--- config.mk ---
export PLATFORM = sky130hd
export DESIGN_NAME = k423_wb_arb_stage
export DESIGN_NICKNAME = d
export VERILOG_FILES = /design/src/rtl/k423_wb_arb_stage.sv
export SDC_FILE = /design/constraint.sdc
export NUM_CORES = 1
export LEC_CHECK = 0
export CAP_MARGIN = 20
export CORE_MARGIN = 2
export CORE_UTILIZATION = 40
export DETAILED_ROUTE_END_ITERATION = 12
export PLACE_DENSITY_LB_ADDON = 0.15
export SYNTH_ARGS = -nofsm -noshare
export SYNTH_HDL_FRONTEND = slang
export SYNTH_SLANG_ARGS = --single-unit
--- constraint.sdc ---
create_clock -name clk_i -period 7.2 [get_ports clk_i]
set_input_delay 1.44 -clock clk_i [delete_from_list [all_inputs] [get_ports clk_i]]
set_output_delay 1.44 -clock clk_i [all_outputs]
set_load 0.1 [all_outputs]
--- src/rtl/k423_wb_arb_stage.sv ---
// Multi-channel write-back stage: per-channel 1-entry buffers granted round-robin onto one RF write port.
// Optional retire counter built only when K423_WB_INSTRET_EN is defined; otherwise wb_instret_o is 0.
`ifndef CORE_XLEN
`define CORE_XLEN 32
`endif
`ifndef CORE_ADDR_W
`define CORE_ADDR_W 32
`endif
`ifndef INST_RSDIDX_W
`define INST_RSDIDX_W 5
`endif

module k423_wb_arb_stage #(
   parameter  int NUM_CH = 3,
   parameter  int XLEN   = `CORE_XLEN,
   parameter  int ADDR_W = `CORE_ADDR_W,
   parameter  int RIDX_W = `INST_RSDIDX_W,
   parameter  int CNT_W  = 64,
   localparam int CH_W   = (NUM_CH > 1) ? $clog2(NUM_CH) : 1
) (
   input  logic                     clk_i,
   input  logic                     rst_n_i,
   input  logic [NUM_CH-1:0]        ch_vld_i,
   output logic [NUM_CH-1:0]        ch_rdy_o,
   input  logic [NUM_CH*ADDR_W-1:0] ch_pc_i,
   input  logic [NUM_CH-1:0]        ch_rd_vld_i,
   input  logic [NUM_CH*RIDX_W-1:0] ch_rd_idx_i,
   input  logic [NUM_CH*XLEN-1:0]   ch_rd_i,
   input  logic                     rf_rdy_i,
   output logic                     wb_vld_o,
   output logic [CH_W-1:0]          wb_ch_o,
   output logic [ADDR_W-1:0]        wb_pc_o,
   output logic                     wb_rd_vld_o,
   output logic [RIDX_W-1:0]        wb_rd_idx_o,
   output logic [XLEN-1:0]          wb_rd_o,
   output logic [CNT_W-1:0]         wb_instret_o
);
   logic [NUM_CH-1:0]             buf_vld;
   logic [NUM_CH-1:0]             buf_rd_vld;
   logic [NUM_CH-1:0][ADDR_W-1:0] buf_pc;
   logic [NUM_CH-1:0][RIDX_W-1:0] buf_rd_idx;
   logic [NUM_CH-1:0][XLEN-1:0]   buf_rd;
   logic [CH_W-1:0]               ptr;
   logic [CH_W-1:0]               sel;
   logic                          found;
   logic                          take;
   logic [NUM_CH-1:0]             grant;
   int                            c;

   // Rotating search starting at ptr; first occupied buffer wins.
   always_comb begin
      found = 1'b0;
      sel   = '0;
      c     = 0;
      for (int k = 0; k < NUM_CH; k++) begin
         c = int'(ptr) + k;
         if (c >= NUM_CH) c = c - NUM_CH;
         if (!found && buf_vld[c]) begin
            found = 1'b1;
            sel   = CH_W'(c);
         end
      end
   end

   assign take = found & rf_rdy_i;

   always_comb begin
      grant = '0;
      if (take) grant[sel] = 1'b1;
   end

   // A granted buffer frees its slot in the same cycle, so a full channel can stream.
   assign ch_rdy_o = ~buf_vld | grant;

   always_ff @(posedge clk_i) begin
      if (!rst_n_i) begin
         buf_vld <= '0;
         ptr     <= '0;
      end else begin
         for (int i = 0; i < NUM_CH; i++) begin
            if (ch_vld_i[i] && ch_rdy_o[i]) buf_vld[i] <= 1'b1;
            else if (grant[i])              buf_vld[i] <= 1'b0;
         end
         if (take) ptr <= (sel == CH_W'(NUM_CH-1)) ? '0 : sel + CH_W'(1);
      end
   end

   // Payload needs no reset: it is only observed through a grant.
   always_ff @(posedge clk_i) begin
      for (int i = 0; i < NUM_CH; i++) begin
         if (ch_vld_i[i] && ch_rdy_o[i]) begin
            buf_pc[i]     <= ch_pc_i[i*ADDR_W +: ADDR_W];
            buf_rd_vld[i] <= ch_rd_vld_i[i];
            buf_rd_idx[i] <= ch_rd_idx_i[i*RIDX_W +: RIDX_W];
            buf_rd[i]     <= ch_rd_i[i*XLEN +: XLEN];
         end
      end
   end

   assign wb_vld_o    = take;
   assign wb_ch_o     = take ? sel : '0;
   assign wb_pc_o     = take ? buf_pc[sel] : '0;
   assign wb_rd_idx_o = take ? buf_rd_idx[sel] : '0;
   assign wb_rd_o     = take ? buf_rd[sel] : '0;
   assign wb_rd_vld_o = take & buf_rd_vld[sel] & (buf_rd_idx[sel] != '0);

`ifdef K423_WB_INSTRET_EN
   logic [CNT_W-1:0] instret;

   always_ff @(posedge clk_i) begin
      if (!rst_n_i)  instret <= '0;
      else if (take) instret <= instret + CNT_W'(1);
   end

   assign wb_instret_o = instret;
`else
   assign wb_instret_o = '0;
`endif

endmodule
# Word-level counts from Yosys, hierarchy flattened
# Cells that the tools add are included.
dict set report op_classes {
  order_cmp 8
  eq_ne 1
  muxes 40
  reduce_logical 12
  bitwise 5
  n_addsub 6
}
# cell n
set op_table {}
lappend op_table {{two-way mux 32 bit} 7}
lappend op_table {{binary-select mux 32 bit (select 2 bit)} 2}
lappend op_table {{< comparator 32 x 4 -> 1 bit, second input constant} 3}
lappend op_table {{two-way mux 1 bit} 17}
lappend op_table {{binary-select mux 5 bit (select 2 bit)} 1}
lappend op_table {{two-way mux 2 bit} 5}
lappend op_table {{two-way mux 5 bit} 2}
lappend op_table {{binary-select mux 1 bit (select 2 bit)} 4}
lappend op_table {{subtractor 3 x 2 -> 4 bit, second input constant} 2}
lappend op_table {{>= comparator 3 x 2 -> 1 bit, second input constant} 2}
lappend op_table {{logical AND 1 bit} 6}
lappend op_table {{nonzero test 2 bit} 3}
lappend op_table {{nonzero test 5 bit} 1}
lappend op_table {{adder 2 x 1 -> 3 bit, second input constant} 1}
lappend op_table {{adder 2 x 2 -> 3 bit, second input constant} 1}
lappend op_table {{bitwise AND 1 bit} 3}
lappend op_table {{< comparator 2 x 3 -> 1 bit, second input constant} 1}
lappend op_table {{two-way mux 3 bit} 1}
lappend op_table {{inverter 3 bit} 1}
lappend op_table {{OR 3 bit} 1}
lappend op_table {{subtractor 2 x 2 -> 3 bit, second input constant} 1}
lappend op_table {{adder 2 x 1 -> 2 bit, second input constant} 1}
lappend op_table {{demux 1 bit (select 2 bit)} 1}
lappend op_table {{equality test 2 bit, second input constant} 1}
lappend op_table {{other kinds (3)} 4}
dict set report word_totals {
  wordCells 88
  in_bits 216
  ff_bits 215
}

# Depth between registers and ports, before layout
dict set report logic_depth {
  ltp_word 20
  ltp_mapped 12
  depth_no_buf 9
}

# Worst setup path before layout
# No wires, ideal clock.
dict set report synth_timing {
  kind {input to register}
  startpoint {input rf_rdy_i}
  endpoint {register buf_pc[0] in the netlist's numbering (enable)}
  slack_ns 0.732
  arrival_time_ns 5.947
  path_stages 4
  required_time_ns 6.679
  path_buffers 0
  setup_ns 0.521
  cell_sequence {o31ai_2 inv_1 nand3_1 a21oi_1}
}
dict set report synth_between {
  elab_chain_cells 4
}
# element line
set synth_rtl {}
lappend synth_rtl {{from (decl)} 29} ;# input logic rf_rdy_i,
lappend synth_rtl {{bitwise AND 1 bit} 65} ;# assign take = found & rf_rdy_i;
lappend synth_rtl {{named net wb_vld_o} 30} ;# output logic wb_vld_o,
lappend synth_rtl {{two-way mux 3 bit} 69} ;# if (take) grant[sel] = 1'b1;
lappend synth_rtl {{OR 3 bit} 73} ;# assign ch_rdy_o = ~buf_vld | grant;
lappend synth_rtl {{logical AND 1 bit} 91} ;# if (ch_vld_i[i] && ch_rdy_o[i]) begin
lappend synth_rtl {{to (signal, indexed assignment)} 92} ;# buf_pc[i] <= ch_pc_i[i*ADDR_W +: ADDR_W];
lappend synth_rtl {{to (decl)} 40} ;# logic [NUM_CH-1:0][ADDR_W-1:0] buf_pc;
# The timed path passes the listed nets, and every way through them passes these cells.
# A chain may end at the register's enable or synchronous reset.

# Worst setup path in the final report
dict set report layout_timing {
  startpoint {register ptr[0]}
  endpoint {output wb_rd_o[30]}
}
dict set report layout_between {
  elab_chain_cells 15
}
# element line
set layout_rtl {}
lappend layout_rtl {{from (decl)} 43} ;# logic [CH_W-1:0] ptr;
lappend layout_rtl {{from (signal assigned)} 84} ;# if (take) ptr <= (sel == CH_W'(NUM_CH-1)) ? '0 : sel + CH_W'(1);
lappend layout_rtl {{branches (longest 14 deep; another with subtractor 3 x 2 -> 4 bit)} --}
lappend layout_rtl {{two-way mux 32 bit (*)} 104} ;# assign wb_rd_o = take ? buf_rd[sel] : '0;
lappend layout_rtl {{to (decl)} 35} ;# output logic [XLEN-1:0] wb_rd_o,
# Every way passes the cells marked *. The select of a mux whose other input is x is not followed.

==> results.ini <==
[job]
drv_cap = 0

[timing]
setup-violations-final = 0
rsz0062_at_grt = no
worst_pin_slew_ns = 1.05
worst_clock_skew_ns = 0.0163
final-hold-violation-count = 0
final.min_clock_period_ns = 6.28
fmax_ghz = 0.159
maxSlewHeadroom_pct = 30.0
fin_crit_sh_pct = 87.3
fin_setup_tns_ns = 0
final_max_slew_viol_count = 0

[layout]
drive_gt1_share_pct = 5.73
multiInputGateArea_um2 = 2130
regArea_um2 = 6410
diodes = 0
syn_to_final_growth_pct = 41.8
stdcell_count = 1170
finish.utilization_pct = 58.0
layout.filler_cells = 1734
finalNetCount = 1094

[synthesis]
ys_seq_elements = 215
synth-edff-count = 210
synth_top_area_share_pct = 70.4
syn_area_per_cell_um2 = 15.4
synth_area_leader_cell = edfxtp_1
synth_cell_types = 37
syn_inst = 582
synth_warnings = 0
netlist_top_cells_area = edfxtp_1 70%, mux2i_1 8.0%, a211oi_1 5.5%
synth_area_um2 = 8960
ys.flop_type = edfxtp_1
synth-seq-area-share_pct = 71.5
ys_async_sr_fraction_pct = 0

[grt]
gr-usage-met3_pct = 4.65
grt_start_max_net_pins = 102
grt.busiest_layer = met2
met2_usage_pct = 33.9
use_met1_pct = 21.8
grt_pass1_wl_mm = 33.9
grt_pass1_vias = 5895
grt.overflow.total = 0
grtUsageTotal_pct = 18.6
grt_antenna_before_repair = 3

[critical_path]
cp-start-kind = register
crit_arrival_ns = 4.84
critPathMaxFanout = 32
endpoint_kind = output port
cp.required_ns = 5.76
path_class = register to output port

[route]
route.vias.total = 5685
wire_per_inst_um = 19.4
vias_per_cell = 4.86
drtIter0Drc = 252
ant_nets = 0
dr.pass1.iters = 4
drc_errors = 0
wl_mm = 22.7

[clock_tree]
clock_latency_ns = 0.51
cts_tree = built
cts_resized = 0
cts_root_buf = clkbuf_16
path_clk_slew_ns = 0.06
cts_buffer_depth = 3
post_cts_buffers = 0
clock_sinks = 215
hold_buffers = 0
numCtsBuffers = 24
htree_num_levels = 1

[pwr]
p_leak_nw = 4.77
power.density_nw_per_um2 = 509
max-vdd-ir-drop_v = 0.000392
power_mw = 6.47

[status]
status = complete, no violations

[worst_hold_path]
hp-class = register to register

[placed_design]
gp_congestion = 0.795
placedCellCount = 1127
port_buffers = 291
dp_hpwl_mm = 15.5

[floorplanning]
die_h_um = 154
die-area_um2 = 23600
start_util_pct = 40.9
num_rows = 54
ios = 356
core_um2 = 21900
die_w_um = 154

## state kept, by name, indices dropped and copies added, names as in the netlist
signal and count:
buf_rd_idx 15, buf_rd_vld 3, buf_vld 3, ptr 2, buf_pc 96, buf_rd 96
## area by class of cell
| cell class | instances | area share [%] |
|---|---|---|
| flip-flops and latches | 215 | 50.4 |
| repair buffers | 299 | 23.5 |
| multi-input cells | 326 | 16.8 |
| clock buffers | 28 | 5.01 |
| well taps | 280 | 2.76 |
| clock inverters | 14 | 1.32 |
| inverters | 8 | 0.236 |
## logic make-up (layout without fill, tap and decap cells)
group / count (synthesis) / count (layout) / share of synthesized area, %
AND/OR/NAND/NOR: 87 / 87 / 3.98
buffers and inverters: 104 / 349 / 7.84
adder cells (fa/ha/maj): 4 / 4 / 0.558
multiplexers: 73 / 73 / 8.17
flip-flops: 215 / 215 / 71.5
other: 1 / 64 / 0.0418
AO/OA/AOI/OAI: 98 / 98 / 7.94
## worst max-delay path, cell delays in order (launching register included)
cell	delay (ns)
dfxtp_1	0.38
inv_1	0.08
ha_1	0.26
mux2i_1	0.23
o21ai_1	0.17
o31a_1	0.31
o21ai_4	0.51
buf_4	0.58
mux2i_1	0.15
a211oi_1	0.43
clkdlybuf4s50_1	1.21
## path summary, 6_finish.rpt
check / to / from / cells past startpoint / slack (ns)
worst min-delay path: ptr[0]$_SDFFE_PN0P_ / ptr[0]$_SDFFE_PN0P_ / 2 / 0.52
worst max-delay path: wb_rd_o[30] / ptr[0]$_SDFFE_PN0P_ / 10 / 0.92
worst max register to register: buf_pc[72]$_DFFE_PP_ / ptr[0]$_SDFFE_PN0P_ / 9 / 3.42
worst min register to register: ptr[0]$_SDFFE_PN0P_ / ptr[0]$_SDFFE_PN0P_ / 2 / 0.52
## stage by stage
step	instance area, um^2	setup slack [ns]	hold WS (ns)
detailed placement	11900	1.36	0.512
CTS	12700	0.753	0.520
global placement	11900	1.54	0.497
global route	12700	0.552	0.558
finish	12700	0.916	0.519
floorplan	9200	0.732	0.478
## cells in the final DEF, fill, tap and decap left out, types with 5 or more instances in the layout
master,instances
edfxtp_1,210
a21oi_1,6
clkdlybuf4s50_1,291
clkinv_2,5
o21ai_0,5
inv_1,8
mux2i_1,72
conb_1,64
a211oi_1,66
nor2_1,73
clkbuf_16,25
dfxtp_1,5
buf_4,7
## synthesized netlist by cell type (4+ instances only)
cell type  number
dfxtp_1         5
a21oi_1         7
ha_1            4
buf_4          64
buf_2          10
inv_1           8
buf_6           8
o21ai_0         5
clkbuf_1       12
and2_1          4
mux2i_1        72
nor2_1         73
a211oi_1       66
edfxtp_1      210
## power breakdown
part | switching [mW] | internal [mW] | total, mW
combinational | 2.75 | 0.882 | 3.63
clock | 0.473 | 0.771 | 1.24
sequential | 0.0400 | 1.55 | 1.59
## routing by layer
| layer | up-vias | wire [um] |
|---|---|---|
| li1 | 2664 | - |
| met2 | 275 | 12000 |
| met3 | 46 | 1580 |
| met5 | - | 39 |
| met4 | 6 | 536 |
| met1 | 2694 | 8530 |
(Power assumes the default switching activity.)
